===== config.mk =====
export PLATFORM = sky130hd
export DESIGN_NAME = pipelined_instruction_decoder
export DESIGN_NICKNAME = d
export VERILOG_FILES = /design/src/rtl/pipelined_instruction_decoder_pkg.sv /design/src/rtl/pipelined_instruction_decoder_skid_buffer.sv /design/src/rtl/pipelined_instruction_decoder.sv
export SDC_FILE = /design/constraint.sdc
export NUM_CORES = 1
export LEC_CHECK = 0
export CAP_MARGIN = 20
export CORE_MARGIN = 3
export CORE_UTILIZATION = 53
export DETAILED_ROUTE_END_ITERATION = 16
export GPL_TIMING_DRIVEN = 0
export PLACE_DENSITY_LB_ADDON = 0.08
export SLEW_MARGIN = 20
export SYNTH_ARGS = -nofsm -noshare
export SYNTH_HDL_FRONTEND = slang
export SYNTH_HIERARCHICAL = 1
export SYNTH_SLANG_ARGS = --single-unit

===== constraint.sdc =====
create_clock -name clk -period 2.5 [get_ports clk]
set_input_delay 0.625 -clock clk [delete_from_list [all_inputs] [get_ports clk]]
set_output_delay 0.625 -clock clk [all_outputs]
set_load 0.03 [all_outputs]

===== src/rtl/pipelined_instruction_decoder_pkg.sv =====
`default_nettype none
// ============================================================================
// Module : pipelined_instruction_decoder_pkg
// Brief  : MIPS32 op/funct encodings, type indices and decode helpers.
// Rev    : 1.0  initial release
// ============================================================================
package pipelined_instruction_decoder_pkg;

    localparam int NUM_TYPES   = 28;
    localparam int ILLEGAL_IDX = 28;
    localparam int NUM_STATS   = 29;

    // Primary opcodes
    localparam logic [5:0] OP_RTYPE = 6'h00;
    localparam logic [5:0] OP_J     = 6'h02;
    localparam logic [5:0] OP_JAL   = 6'h03;
    localparam logic [5:0] OP_BEQ   = 6'h04;
    localparam logic [5:0] OP_BNE   = 6'h05;
    localparam logic [5:0] OP_BGTZ  = 6'h07;
    localparam logic [5:0] OP_ADDI  = 6'h08;
    localparam logic [5:0] OP_ADDIU = 6'h09;
    localparam logic [5:0] OP_SLTI  = 6'h0A;
    localparam logic [5:0] OP_ANDI  = 6'h0C;
    localparam logic [5:0] OP_ORI   = 6'h0D;
    localparam logic [5:0] OP_LB    = 6'h20;
    localparam logic [5:0] OP_LW    = 6'h23;
    localparam logic [5:0] OP_SW    = 6'h2B;

    // R-type function codes
    localparam logic [5:0] FN_SLL     = 6'h00;
    localparam logic [5:0] FN_SRL     = 6'h02;
    localparam logic [5:0] FN_SRA     = 6'h03;
    localparam logic [5:0] FN_JR      = 6'h08;
    localparam logic [5:0] FN_SYSCALL = 6'h0C;
    localparam logic [5:0] FN_MFLO    = 6'h12;
    localparam logic [5:0] FN_DIVU    = 6'h1B;
    localparam logic [5:0] FN_ADD     = 6'h20;
    localparam logic [5:0] FN_ADDU    = 6'h21;
    localparam logic [5:0] FN_SUB     = 6'h22;
    localparam logic [5:0] FN_AND     = 6'h24;
    localparam logic [5:0] FN_OR      = 6'h25;
    localparam logic [5:0] FN_NOR     = 6'h27;
    localparam logic [5:0] FN_SLT     = 6'h2A;
    localparam logic [5:0] FN_SLTU    = 6'h2B;

    localparam int T_ADD  = 0,  T_ADDI = 1,  T_ADDIU = 2,  T_ADDU = 3;
    localparam int T_AND  = 4,  T_ANDI = 5,  T_SLL   = 6,  T_SRA  = 7;
    localparam int T_SRL  = 8,  T_SUB  = 9,  T_OR    = 10, T_ORI  = 11;
    localparam int T_NOR  = 12, T_LW   = 13, T_SW    = 14, T_BEQ  = 15;
    localparam int T_BNE  = 16, T_SLT  = 17, T_SLTI  = 18, T_SLTU = 19;
    localparam int T_J    = 20, T_JAL  = 21, T_JR    = 22, T_SYSCALL = 23;
    localparam int T_DIVU = 24, T_MFLO = 25, T_LB    = 26, T_BGTZ = 27;

    typedef struct packed {
        logic                 illegal;
        logic [NUM_TYPES-1:0] kind;
        logic [31:0]          instr;
    } dec_entry_t;

    function automatic logic [NUM_TYPES-1:0] decode_type(input logic [31:0] instr);
        logic [NUM_TYPES-1:0] t;
        t = '0;
        if (instr[31:26] == OP_RTYPE) begin
            case (instr[5:0])
                FN_SLL:     t[T_SLL]     = 1'b1;
                FN_SRL:     t[T_SRL]     = 1'b1;
                FN_SRA:     t[T_SRA]     = 1'b1;
                FN_JR:      t[T_JR]      = 1'b1;
                FN_SYSCALL: t[T_SYSCALL] = 1'b1;
                FN_MFLO:    t[T_MFLO]    = 1'b1;
                FN_DIVU:    t[T_DIVU]    = 1'b1;
                FN_ADD:     t[T_ADD]     = 1'b1;
                FN_ADDU:    t[T_ADDU]    = 1'b1;
                FN_SUB:     t[T_SUB]     = 1'b1;
                FN_AND:     t[T_AND]     = 1'b1;
                FN_OR:      t[T_OR]      = 1'b1;
                FN_NOR:     t[T_NOR]     = 1'b1;
                FN_SLT:     t[T_SLT]     = 1'b1;
                FN_SLTU:    t[T_SLTU]    = 1'b1;
                default:    t            = '0;
            endcase
        end else begin
            case (instr[31:26])
                OP_J:     t[T_J]     = 1'b1;
                OP_JAL:   t[T_JAL]   = 1'b1;
                OP_BEQ:   t[T_BEQ]   = 1'b1;
                OP_BNE:   t[T_BNE]   = 1'b1;
                OP_BGTZ:  t[T_BGTZ]  = 1'b1;
                OP_ADDI:  t[T_ADDI]  = 1'b1;
                OP_ADDIU: t[T_ADDIU] = 1'b1;
                OP_SLTI:  t[T_SLTI]  = 1'b1;
                OP_ANDI:  t[T_ANDI]  = 1'b1;
                OP_ORI:   t[T_ORI]   = 1'b1;
                OP_LB:    t[T_LB]    = 1'b1;
                OP_LW:    t[T_LW]    = 1'b1;
                OP_SW:    t[T_SW]    = 1'b1;
                default:  t          = '0;
            endcase
        end
        return t;
    endfunction

    // Illegal entries carry an all-zero type vector and map to the last counter.
    function automatic logic [4:0] type_index(input logic [NUM_TYPES-1:0] kind,
                                              input logic illegal);
        logic [4:0] idx;
        idx = 5'(ILLEGAL_IDX);
        if (!illegal) begin
            for (int i = 0; i < NUM_TYPES; i++) begin
                if (kind[i]) idx = 5'(i);
            end
        end
        return idx;
    endfunction

endpackage
`default_nettype wire


===== src/rtl/pipelined_instruction_decoder_skid_buffer.sv =====
`default_nettype none
// ============================================================================
// Module : decoder_skid_buffer
// Brief  : Valid/ready storage, one register (depth 1) or skid pair (depth 2).
// Rev    : 1.0  initial release
// ============================================================================
module decoder_skid_buffer #(
    parameter int DATA_W    = 61,
    parameter int BUF_DEPTH = 2
) (
    input  logic              clk,
    input  logic              rst,
    input  logic              in_valid,
    output logic              in_ready,
    input  logic [DATA_W-1:0] in_data,
    output logic              out_valid,
    input  logic              out_ready,
    output logic [DATA_W-1:0] out_data
);

    logic              r_head_valid;
    logic [DATA_W-1:0] r_head_data;
    logic              w_push;
    logic              w_pop;

    assign w_push    = in_valid && in_ready;
    assign w_pop     = r_head_valid && out_ready;
    assign out_valid = r_head_valid;
    assign out_data  = r_head_data;

    if (BUF_DEPTH == 1) begin : g_depth1
        assign in_ready = !rst && (!r_head_valid || out_ready);

        always_ff @(posedge clk) begin
            if (rst) begin
                r_head_valid <= 1'b0;
                r_head_data  <= '0;
            end else if (w_push) begin
                r_head_valid <= 1'b1;
                r_head_data  <= in_data;
            end else if (w_pop) begin
                r_head_valid <= 1'b0;
            end
        end
    end else begin : g_depth2
        logic              r_skid_valid;
        logic [DATA_W-1:0] r_skid_data;
        logic              r_ready;

        // r_ready tracks "skid slot empty"; rst gates it so it reads low in reset.
        assign in_ready = r_ready && !rst;

        always_ff @(posedge clk) begin
            if (rst) begin
                r_head_valid <= 1'b0;
                r_head_data  <= '0;
                r_skid_valid <= 1'b0;
                r_skid_data  <= '0;
                r_ready      <= 1'b1;
            end else if (!r_head_valid || w_pop) begin
                if (r_skid_valid) begin
                    r_head_valid <= 1'b1;
                    r_head_data  <= r_skid_data;
                    r_skid_valid <= w_push;
                    r_ready      <= !w_push;
                    if (w_push) r_skid_data <= in_data;
                end else begin
                    r_head_valid <= w_push;
                    r_ready      <= 1'b1;
                    if (w_push) r_head_data <= in_data;
                end
            end else if (w_push) begin
                r_skid_valid <= 1'b1;
                r_skid_data  <= in_data;
                r_ready      <= 1'b0;
            end
        end
    end

endmodule
`default_nettype wire


===== src/rtl/pipelined_instruction_decoder.sv =====
`default_nettype none
// ============================================================================
// Module : pipelined_instruction_decoder
// Brief  : Handshaked MIPS32 instruction classifier with buffered output.
//          Define DECODER_STATS_EN to build the per-type retire counters.
// Rev    : 1.0  initial release
// ============================================================================
module pipelined_instruction_decoder
    import pipelined_instruction_decoder_pkg::*;
#(
    parameter int BUF_DEPTH = 2,
    parameter int CNT_WIDTH = 16
) (
    input  logic                 clk,
    input  logic                 rst,
    input  logic                 in_valid,
    output logic                 in_ready,
    input  logic [31:0]          in_instr,
    output logic                 out_valid,
    input  logic                 out_ready,
    output logic [31:0]          out_instr,
    output logic [NUM_TYPES-1:0] out_type,
    output logic                 out_illegal,
    input  logic                 clr_stats,
    input  logic [4:0]           stat_sel,
    output logic [CNT_WIDTH-1:0] stat_count
);

    dec_entry_t w_in_entry;
    dec_entry_t w_out_entry;

    always_comb begin
        w_in_entry         = '0;
        w_in_entry.instr   = in_instr;
        w_in_entry.kind    = decode_type(in_instr);
        w_in_entry.illegal = ~|w_in_entry.kind;
    end

    decoder_skid_buffer #(
        .DATA_W    ($bits(dec_entry_t)),
        .BUF_DEPTH (BUF_DEPTH)
    ) u_buf (
        .clk       (clk),
        .rst       (rst),
        .in_valid  (in_valid),
        .in_ready  (in_ready),
        .in_data   (w_in_entry),
        .out_valid (out_valid),
        .out_ready (out_ready),
        .out_data  (w_out_entry)
    );

    assign out_instr   = w_out_entry.instr;
    assign out_type    = w_out_entry.kind;
    assign out_illegal = w_out_entry.illegal;

`ifdef DECODER_STATS_EN
    logic [CNT_WIDTH-1:0] r_cnt [NUM_STATS];
    logic [CNT_WIDTH-1:0] r_stat_count;
    logic [4:0]           w_head_idx;
    logic                 w_retire;

    assign w_retire   = out_valid && out_ready;
    assign w_head_idx = type_index(w_out_entry.kind, w_out_entry.illegal);
    assign stat_count = r_stat_count;

    // Clear has priority over a retire landing on the same edge.
    always_ff @(posedge clk) begin
        if (rst || clr_stats) begin
            for (int i = 0; i < NUM_STATS; i++) r_cnt[i] <= '0;
        end else if (w_retire && (r_cnt[w_head_idx] != {CNT_WIDTH{1'b1}})) begin
            r_cnt[w_head_idx] <= r_cnt[w_head_idx] + 1'b1;
        end
    end

    always_ff @(posedge clk) begin
        if (rst) begin
            r_stat_count <= '0;
        end else if (stat_sel < 5'(NUM_STATS)) begin
            r_stat_count <= r_cnt[stat_sel];
        end else begin
            r_stat_count <= '0;
        end
    end
`else
    logic w_unused_stats;
    assign w_unused_stats = ^{clr_stats, stat_sel};
    assign stat_count     = '0;
`endif

endmodule
`default_nettype wire


Word-level counts from Yosys, hierarchy flattened
Index checks and enable logic that the tools add are counted.
Operators by class
  reduce and logical (&&, ||, !) cells: 14
  equal/unequal tests: 28
  muxes and demuxes: 41
Operators by type and width (count)
  61-bit two-way mux: 5
  6-bit == test, second input constant: 11
  6-bit by 4-bit == test with 1-bit output, second input constant: 7
  1-bit two-way mux: 35
  28-bit two-way mux: 1
  28-bit OR reduction: 1
  6-bit by 2-bit == test with 1-bit output, second input constant: 4
  6-bit by 3-bit == test with 1-bit output, second input constant: 3
  6-bit by 5-bit == test with 1-bit output, second input constant: 2
  6-bit zero test: 2
  1-bit zero test: 4
  2-bit nonzero test: 2
  1-bit logical AND: 3
  2-bit by 1-bit inequality test with 1-bit output, second input constant: 1
  2-bit AND reduction: 1
  1-bit logical OR: 1
Word-level totals
  register bits: 125

Depth between registers and ports, before layout
  word-level depth: 8
  gate-level depth with buffers: 7
  depth with buffers taken out: 6

Modules after synthesis
The synthesis kept the hierarchy.
Modules (own cells, without submodules)
  decoder_skid_buffer: area an instance 5975.7 um^2, seq. area each 2502.4 um^2, instances 1, cells each 499
  pipelined_instruction_decoder: area an instance 564.3 um^2, seq. area each 0.0 um^2, instances 1, cells each 95

Least setup slack after synthesis
No wires, ideal clock.
  path type: input -> register
  start: input port in_instr[29]
  end: register u_buf.r_head_data[56] (netlist: u_buf/out_data[56])
  path slack: 278 ps
  data arrival time: 2141 ps
  stages on the path: 6
  data required time: 2419 ps
  path through: clkbuf_1 -> or4_4 -> or2_4 -> nor4_1 -> mux2i_1 -> a211oi_2
RTL lines
  from (decl): line pipelined_instruction_decoder.sv:18  | input logic [31:0] in_instr,
  to (signal assigned): line pipelined_instruction_decoder_skid_buffer.sv:63  | r_head_data <= r_skid_data;
  to (signal assigned): line pipelined_instruction_decoder_skid_buffer.sv:70  | if (w_push) r_head_data <= in_data;
  to (decl): line pipelined_instruction_decoder_skid_buffer.sv:22  | logic [DATA_W-1:0] r_head_data;

==> impl_table.tex <==
\begin{tabular}{lr}
\hline
Metric & Value \\
\hline
\multicolumn{2}{l}{\textbf{Floorplanning}} \\
\quad Std-Cell Rows & 39 \\
\quad Die span in x & 117.1 µm \\
\quad Die outline height & 117.1 µm \\
\quad I/O pin total & 121 \\
\quad Die Outline Area & 0.01371 mm² \\
\quad Placeable core region & 0.01176 mm² \\
\quad Starting density of the core & 55.61\% \\
\multicolumn{2}{l}{\textbf{Layout}} \\
\quad Total inserted antenna cells & 0 \\
\quad Final instance area & 0.008372 mm² \\
\quad Share of layout cells above drive strength 1 & 28.96\% \\
\quad Layout net count & 768 \\
\quad Final cell utilization of the core & 71.19\% \\
\quad Layout-stage area growth over the synthesis result & 28.01\% \\
\quad Layout Cells excl Fill & 903 \\
\multicolumn{2}{l}{\textbf{Power}} \\
\quad Portion of total power attributed to combinational logic & 17.1\% \\
\quad Switching share of power & 26.73\% \\
\quad Static leakage power & 3.143 nW \\
\quad PD cells & 636.2 mW/mm² \\
\quad Switching component of the power & 1.424 mW \\
\quad Worst IR Drop VDD & 0.0004382 V \\
\quad Sequential fraction of design power & 40.1\% \\
\quad Power, Total & 5.326 mW \\
\quad Clock power frac & 42.9\% \\
\quad Pint & 3.902 mW \\
\multicolumn{2}{l}{\textbf{Placement}} \\
\quad Total placed instance area & 0.007782 mm² \\
\quad DP Worst Slack & -521.5 ps \\
\quad Number of I/O port buffers & 98 \\
\quad Placed cell count & 871 \\
\quad Detailed Place HPWL & 11,200 µm \\
\quad GPL Wtd Cong & 0.8125 \\
\multicolumn{2}{l}{\textbf{Yosys}} \\
\quad Post-synthesis cell count & 594 \\
\quad Summed instance area of the synthesized netlist & 0.006540 mm² \\
\quad Dominant synthesized flop cell & dfxtp\_1 \\
\quad Number of distinct library cell variants in the gate-level netlist after synthesis & 45 \\
\quad Most instantiated library cell after synthesis & dfxtp\_1 \\
\quad Async S/R FF share, synth & 0\% \\
\quad Mean instance size in the synthesized netlist & 11.01 µm² \\
\quad Post-synth top area share & 38.26\% \\
\quad Top cell type by total area after synthesis & dfxtp\_1 \\
\quad Top cells by area, synth & dfxtp\_1, mux2\_4, a211oi\_2 \\
\quad Number of synthesized flops with an enable pin & 0 \\
\quad Commonest cells in the synthesized netlist & dfxtp\_1, nor2b\_1, mux2i\_1 \\
\quad Post-synthesis sequential element count & 125 \\
\quad Proportion of synthesized chip area in sequential cells & 38.26\% \\
\quad Synthesis warning total & 6 \\
\multicolumn{2}{l}{\textbf{STA}} \\
\quad Tcrit/Tclk final & 98.95\% \\
\quad Slew Viols, Final & 0 \\
\quad Relative slew slack & 49.44\% \\
\quad Crit path time final & 2474 ps \\
\quad Total count of hold-check failures in the final report & 0 \\
\quad RSZ-0062 raised after global routing & false \\
\quad Setup TNS & 0 ps \\
\quad Achievable clock frequency & 404.2 MHz \\
\quad Final clock skew & 3.702 ps \\
\quad Final setup vio count & 0 \\
\quad Pin slew with the least headroom to its limit & 758.3 ps \\
\quad Worst slack on hold paths & 547.0 ps \\
\quad Post-layout worst setup margin & 26.15 ps \\
\multicolumn{2}{l}{\textbf{Global route}} \\
\quad Largest net degree at the start of global routing & 17 \\
\quad Number of global-route vias before repair & 5,042 \\
\quad Global-route wire length before repair & 25,720 µm \\
\quad Grt ovf & 0 \\
\quad Initial antenna violation count & 0 \\
\quad Global Route Usage Sum & 23.94\% \\
\multicolumn{2}{l}{\textbf{Clock network}} \\
\quad Insertion delay of the later-clocked pin in the worst-skew pair & 410 ps \\
\quad Clk pin slew, worst setup/hold paths & 50 ps \\
\quad Clock H-tree levels & 4 \\
\quad Number of sinks on the clock net & 125 \\
\quad Num CTS Buffers & 17 \\
\quad Bufs on Longest Clock Path & 2 \\
\quad Number of buffers inserted to repair setup after CTS & 0 \\
\quad CTS hold repair buffers & 0 \\
\quad Clock tree from TritonCTS & done \\
\quad Library cell used as clock root buffer & clkbuf\_16 \\
\multicolumn{2}{l}{\textbf{Detailed routing}} \\
\quad Number of optimization iterations in the first detailed-route pass & 4 \\
\quad Total via count in the routed design & 5,003 \\
\quad Routed wire per std cell & 17.78 µm \\
\quad Post-detailed-route via-to-cell ratio & 5.540 \\
\quad Remaining number of nets flagged by the antenna check after routing & 0 \\
\quad Drt first-iter violations & 326 \\
\quad Wire length after detailed routing & 16,050 µm \\
\quad Number of remaining DRC errors & 0 \\
\multicolumn{2}{l}{\textbf{Critical path}} \\
\quad Crit end category & flip-flop \\
\quad Worst Path Max Fanout & 4 \\
\quad Reg2Reg Depth & 4 \\
\quad Startpoint type of the worst setup path & input port \\
\quad Required arrival time at the worst endpoint & 2760 ps \\
\quad Arr. time, crit path & 2740 ps \\
\quad Critical path start-end classification & input port to flip-flop \\
\multicolumn{2}{l}{\textbf{Hold path}} \\
\quad Cell count of the worst hold path & 2 \\
\quad Hold Path Class & flip-flop to flip-flop \\
\multicolumn{2}{l}{\textbf{Run status}} \\
\quad Run status & finished, final reports clean \\
\multicolumn{2}{l}{\textbf{Job}} \\
\quad Max\_cap viols & 0 \\
\hline
\end{tabular}
==> cells by family (layout without fill, tap and decap cells) <==
| kind of cell | Yosys count | in the layout | share of synthesized area (%) |
|---|---|---|---|
| flip-flops | 125 | 125 | 38.26 |
| XOR/XNOR | 1 | 1 | 0.1339 |
| buffers and inverters | 78 | 208 | 7.327 |
| multiplexers | 123 | 123 | 23.32 |
| AO/OA/AOI/OAI | 133 | 133 | 18.96 |
| other | 1 | 16 | 0.05734 |
| AND/OR/NAND/NOR | 133 | 133 | 11.94 |
==> power groups by stage <==
stage	clock network, mW	registers (mW)	logic, mW
floorplan	0	2.31	0.448
global placement	0	2.17	0.878
detailed placement	0	2.17	0.899
CTS	2.33	2.13	0.908
global route	2.43	2.14	0.964
finish	2.28	2.13	0.909
==> flip-flops by register name, summed over array words and instances (netlist names) <==
| register | cells |
|---|---|
| u_buf/g_depth2.r_skid_valid | 1 |
| u_buf/out_data | 61 |
| u_buf/g_depth2.r_ready | 1 |
| u_buf/out_valid | 1 |
| u_buf/g_depth2.r_skid_data | 61 |
==> worst paths after layout <==
path	startpoint	end	slack (ps)
max	in_instr[28]	u_buf/out_data[60]	30
min	u_buf/out_data[40]	u_buf/out_data[40]	550
max reg2reg	u_buf/g_depth2.r_skid_valid	u_buf/g_depth2.r_skid_data[16]	830
min reg2reg	u_buf/out_data[40]	u_buf/out_data[40]	550
==> cell type report <==
class / instances / area (µm²)
inverters: 3 / 11.26
plain buffers: 75 / 486.7
flip-flops and latches: 125 / 2502
clock buffers: 25 / 485.5
repair buffers: 98 / 977.2
multi-input cells: 406 / 3641
fillers: 930 / 3388
well taps: 164 / 205.2
clock inverters: 7 / 62.56
==> repair_timing <==
action                                  CTS  global route
endpoints found under the setup margin    5             6
pin swaps                                 0             0
cloned                                    0             0
gates resized for setup                  14             7
==> layout by cell type, fill, tap and decap left out, drive strengths merged, types with 8 or more instances in the layout <==
cell             n
clkbuf          49
nor3             9
a31oi           61
conb            16
buf             52
a211oi          62
clkdlybuf4s50   92
nor2b           64
nand2b           8
mux2            61
dfxtp          125
mux2i           62
nor2            23
==> metal layers <==
metal  vias to the layer above  GRT usage, %  routed length, µm
met3                        22         5.347                586
li1                       2422             -                  -
met1                      2446         31.66               7564
met2                       113         38.68               7647
met4                         0         8.333                255
met5                         -             0                  0
==> worst max-delay path, stage by stage <==
cell             delay, ps
clkdlybuf4s50_1        510
or4_4                  570
or2_4                  280
o311a_1                370
mux2i_2                250
a211oi_2               120
(Power assumes the default switching activity.)
